### src/rtl/arb_stream_mux.sv
// arb_stream_mux: N-channel valid/ready stream mux, fixed or round-robin select, registered output stage
module arb_stream_mux #(
  parameter int WIDTH     = 8,
  parameter int CHANNELS  = 4,
  parameter int SEL_WIDTH = 2
) (
  input  logic                      clk,
  input  logic                      reset,
  input  logic                      mode,
  input  logic [SEL_WIDTH-1:0]      sel,
  input  logic [CHANNELS*WIDTH-1:0] in_data,
  input  logic [CHANNELS-1:0]       in_valid,
  output logic [CHANNELS-1:0]       in_ready,
  output logic [WIDTH-1:0]          out_data,
  output logic                      out_valid,
  input  logic                      out_ready,
  output logic [SEL_WIDTH-1:0]      out_chan
);
  logic [SEL_WIDTH-1:0] rr_ptr;
  logic [SEL_WIDTH-1:0] gidx;
  logic                 gvalid;
  logic                 load_en;
  logic                 take;
  int                   idx;
  assign load_en = !out_valid || out_ready;
  assign take    = gvalid && load_en && !reset;
  assign in_ready = take ? (CHANNELS'(1) << gidx) : '0;
  // pick the granted channel: sel in fixed mode, first valid at or above rr_ptr (wrapping) in round-robin
  always_comb begin
    gvalid = 1'b0;
    gidx   = '0;
    idx    = 0;
    if (!mode) begin
      gidx   = sel;
      gvalid = (int'(sel) < CHANNELS) ? in_valid[sel] : 1'b0;
    end else begin
      for (int k = 0; k < CHANNELS; k++) begin
        idx = (int'(rr_ptr) + k) % CHANNELS;
        if (!gvalid && in_valid[idx]) begin
          gvalid = 1'b1;
          gidx   = SEL_WIDTH'(idx);
        end
      end
    end
  end
  // output register loads on a grant, empties when drained with nothing to replace it; pointer advances past rr winners
  always_ff @(posedge clk) begin
    if (reset) begin
      out_valid <= 1'b0;
      out_data  <= '0;
      out_chan  <= '0;
      rr_ptr    <= '0;
    end else if (load_en) begin
      out_valid <= gvalid;
      if (gvalid) begin
        out_data <= in_data[gidx*WIDTH +: WIDTH];
        out_chan <= gidx;
        if (mode) rr_ptr <= (gidx == SEL_WIDTH'(CHANNELS-1)) ? '0 : gidx + 1'b1;
      end
    end
  end
endmodule

### config.mk
export PLATFORM = sky130hd
export DESIGN_NAME = arb_stream_mux
export DESIGN_NICKNAME = d
export VERILOG_FILES = /design/src/rtl/arb_stream_mux.sv
export SDC_FILE = /design/constraint.sdc
export NUM_CORES = 1
export LEC_CHECK = 0
export CAP_MARGIN = 40
export CELL_PAD_IN_SITES_DETAIL_PLACEMENT = 0
export CELL_PAD_IN_SITES_GLOBAL_PLACEMENT = 1
export CORE_MARGIN = 5
export CORE_UTILIZATION = 23
export CTS_BUF_LIST = sky130_fd_sc_hd__clkbuf_16
export DETAILED_ROUTE_END_ITERATION = 6
export PLACE_DENSITY = 0.83
export SYNTH_ARGS = -nofsm -noshare
export SYNTH_HDL_FRONTEND = slang
export SYNTH_SLANG_ARGS = --single-unit
### constraint.sdc
create_clock -name clk -period 2.3 [get_ports clk]
set_input_delay 0.575 -clock clk [delete_from_list [all_inputs] [get_ports clk]]
set_output_delay 0.575 -clock clk [all_outputs]
set_load 0.05 [all_outputs]
==> metrics.cfg <==
[outcome]
outcome=finished, violations left
violations=negative setup slack

[drt]
wl_um=3450
via_count=1136
ant_nets=0
wl_per_cell_um=14.7
drt_iter0_drc=20
firstDrtPassIters=4
via_per_inst=4.83
drcViolationCount=0

[logic_synthesis]
synth.largest_area_cell=dfxtp_1
async_flop_share_pct=0
yosysWarnings=0
ys_top_cells_by_area=dfxtp_1 (28%), mux2i_1 (21%), o22a_1 (7.6%)
ys_seq_elements=13
netlist_instances=108
netlist.area_leader.share_pct=28.1
synth_edf_count=0
syn_area_um2=926
yosysSeqAreaShare_pct=28.1
syn_nets=150
synthFlopType=dfxtp_1
ys_types=32
syn_area_per_cell_um2=8.57

[clock_network]
cts_buffers=3
cts_buffer_depth=2
root_buffer=clkbuf_16
hold_buffers=0
clk_pin_slew_ps=40
cts-htree-levels=1
clock_latency_ps=240
cts.sinks=13
cts_tree=yes

[power_and_ir_drop]
clkPwrFrac_pct=29.1
p_leak_nw=0.799
p_int_uw=741
power_frac_comb_pct=46.2
swShare_pct=32.8
p_sw_uw=361
ir_drop_mv=0.362
p_per_area_mw_per_mm2=551
p_seq_share_pct=24.7

[placement]
dpl.hpwl_um=2590
placed_cell_area_mm2=0.00171
place_congestion=0.800
io_buffers=56
numPlacedInstances=224
dpl_worst_slack_ps=-805

[worst_setup_path]
crit_path_max_fanout=8
crit_path_top_delay_cell=or2_4
r2r_end=out_data[5]
crit_arrival_ps=1940
critical_path_class=in -> out
crit_family=simple AND/OR/NAND/NOR gates
worst_ep_required_time_ps=1730
r2r_start=rr_ptr[0]
critPathMaxStageDelay_ps=290
ff2ff_setup_slack_ps=270
start_kind=input port
path_buf_inv=2
crit_path_cell_trace=buf_12 > nand2b_4 > a221oi_2 > o221ai_2 > or2_4 > nor3b_4 > buf_6
reg2regPathDepth=8
cp-end-kind=output port

[timing]
relSlewSlack_pct=65.8
max_freq_mhz=398
fin_crit_sh_pct=109
hold_viol=0
worst_slew_pin_slew_ps=511
finalSetupTns_ps=-700
layout_min_cycle_time_ps=2510
timing.final.ws_setup_ps=-215
maxSlewViolCount=0
rsz0062_at_grt=yes
finalSetupViolCount=4
worst_clock_skew_ps=0.597

[die]
num_io_pins=57
die_h_um=73.4
rows=23
dieArea_mm2=0.00539
start_util_pct=23.5
core_mm2=0.00394
die_x_um=73.4

[final_layout]
final_cell_count_no_fill=235
final_core_util_pct=50.7
nets=228
areaGrowthSynthToFinish_pct=116
layout_commonest_cell=clkdlybuf4s50_1
drive_above_1_share_pct=34.6
final_area_mm2=0.00200
layout_common_cells=clkdlybuf4s50_1 (44), mux2i_1 (18), buf_4 (18)
n_antenna_cell=0

[worst_hold_path]
hold_depth=2
min-delay-start=out_chan[1]
worst_hold_path_type=reg -> reg
hold_end=out_chan[1]

[grt]
grt_pass1_vias=1241
grt_max_degree=18
grt_usage_pct=13.2
grt_pass1_wl_um=5560
antenna_found_initial=0
gr-total-overflow=0

[flow_run]
maxCapViolCount=0

==> worst max path at each step <==
stage / start / to / slack, ps / cells past startpoint
after CTS: in_valid[0] / in_ready[3] / -220 / 7
after global placement: in_valid[0] / in_ready[1] / -730 / 7
final: in_valid[0] / in_ready[3] / -210 / 7
after floorplan: in_valid[0] / in_ready[1] / -250 / 6
after global routing: sel[0] / in_ready[3] / -280 / 8
after detailed placement: in_valid[0] / in_ready[1] / -810 / 7
==> flip-flops by register name (all words and copies together), names as in the netlist <==
name / cells
out_chan: 2
out_valid: 1
out_data: 8
rr_ptr: 2
==> routing by layer <==
layer	global-route usage [%]	routed length (um)
met5	0	0
met4	6.04	60
met3	3.69	222
met2	25.3	1890
met1	12.9	1280
==> tightest hold or removal path: stages (launching register included) <==
cell	delay, ps
dfxtp_1	300
nand2_1	50
a21oi_1	50
==> final cells by class <==
class / instances / area (um2)
fillers: 348 / 1940
inverters: 3 / 11.3
multi-input cells: 85 / 788
clock inverters: 1 / 3.75
repair buffers: 80 / 798
well taps: 50 / 62.6
clock buffers: 3 / 75.1
flip-flops and latches: 13 / 262
==> cell families after synthesis <==
| kind of cell | synth area share (%) |
|---|---|
| flops | 28.1 |
| buf+inv | 5.40 |
| mux | 20.5 |
| simple gates | 20.1 |
| xor+xnor | 0.946 |
| compound gates | 24.9 |
==> through the flow <==
| step | total power, mW | hold slack [ps] |
|---|---|---|
| floorplan | 0.546 | 526 |
| global placement | 0.717 | 440 |
| detailed placement | 0.726 | 449 |
| CTS | 1.09 | 455 |
| global route | 1.16 | 476 |
| finish | 1.10 | 453 |
==> power groups by stage <==
stage / Combinational (mW) / Clock [mW] / Sequential (mW)
2_1_floorplan: 0.200 / 0 / 0.346
3_3_place_gp: 0.445 / 0 / 0.272
3_5_place_dp: 0.453 / 0 / 0.273
4_1_cts: 0.489 / 0.331 / 0.271
5_1_grt: 0.542 / 0.339 / 0.276
6_report: 0.510 / 0.320 / 0.272
==> Yosys cell counts (2+ instances only) <==
cell / n
a21oi_1: 12
nand2_1: 10
nor2_1: 6
inv_1: 2
mux2i_1: 19
dfxtp_1: 13
nand4bb_1: 2
nor3_1: 5
clkbuf_1: 3
nand2b_1: 6
o22a_1: 8
nor3b_1: 2
==> repair_timing <==
action,in CTS,in global routing
resized for setup,54,15
endpoints found under the setup margin,15,4
pin swaps,8,11
setup buffers,4,4
cloned,0,0
endpoints found under the hold margin,0,0
(Power assumes the default switching activity.)
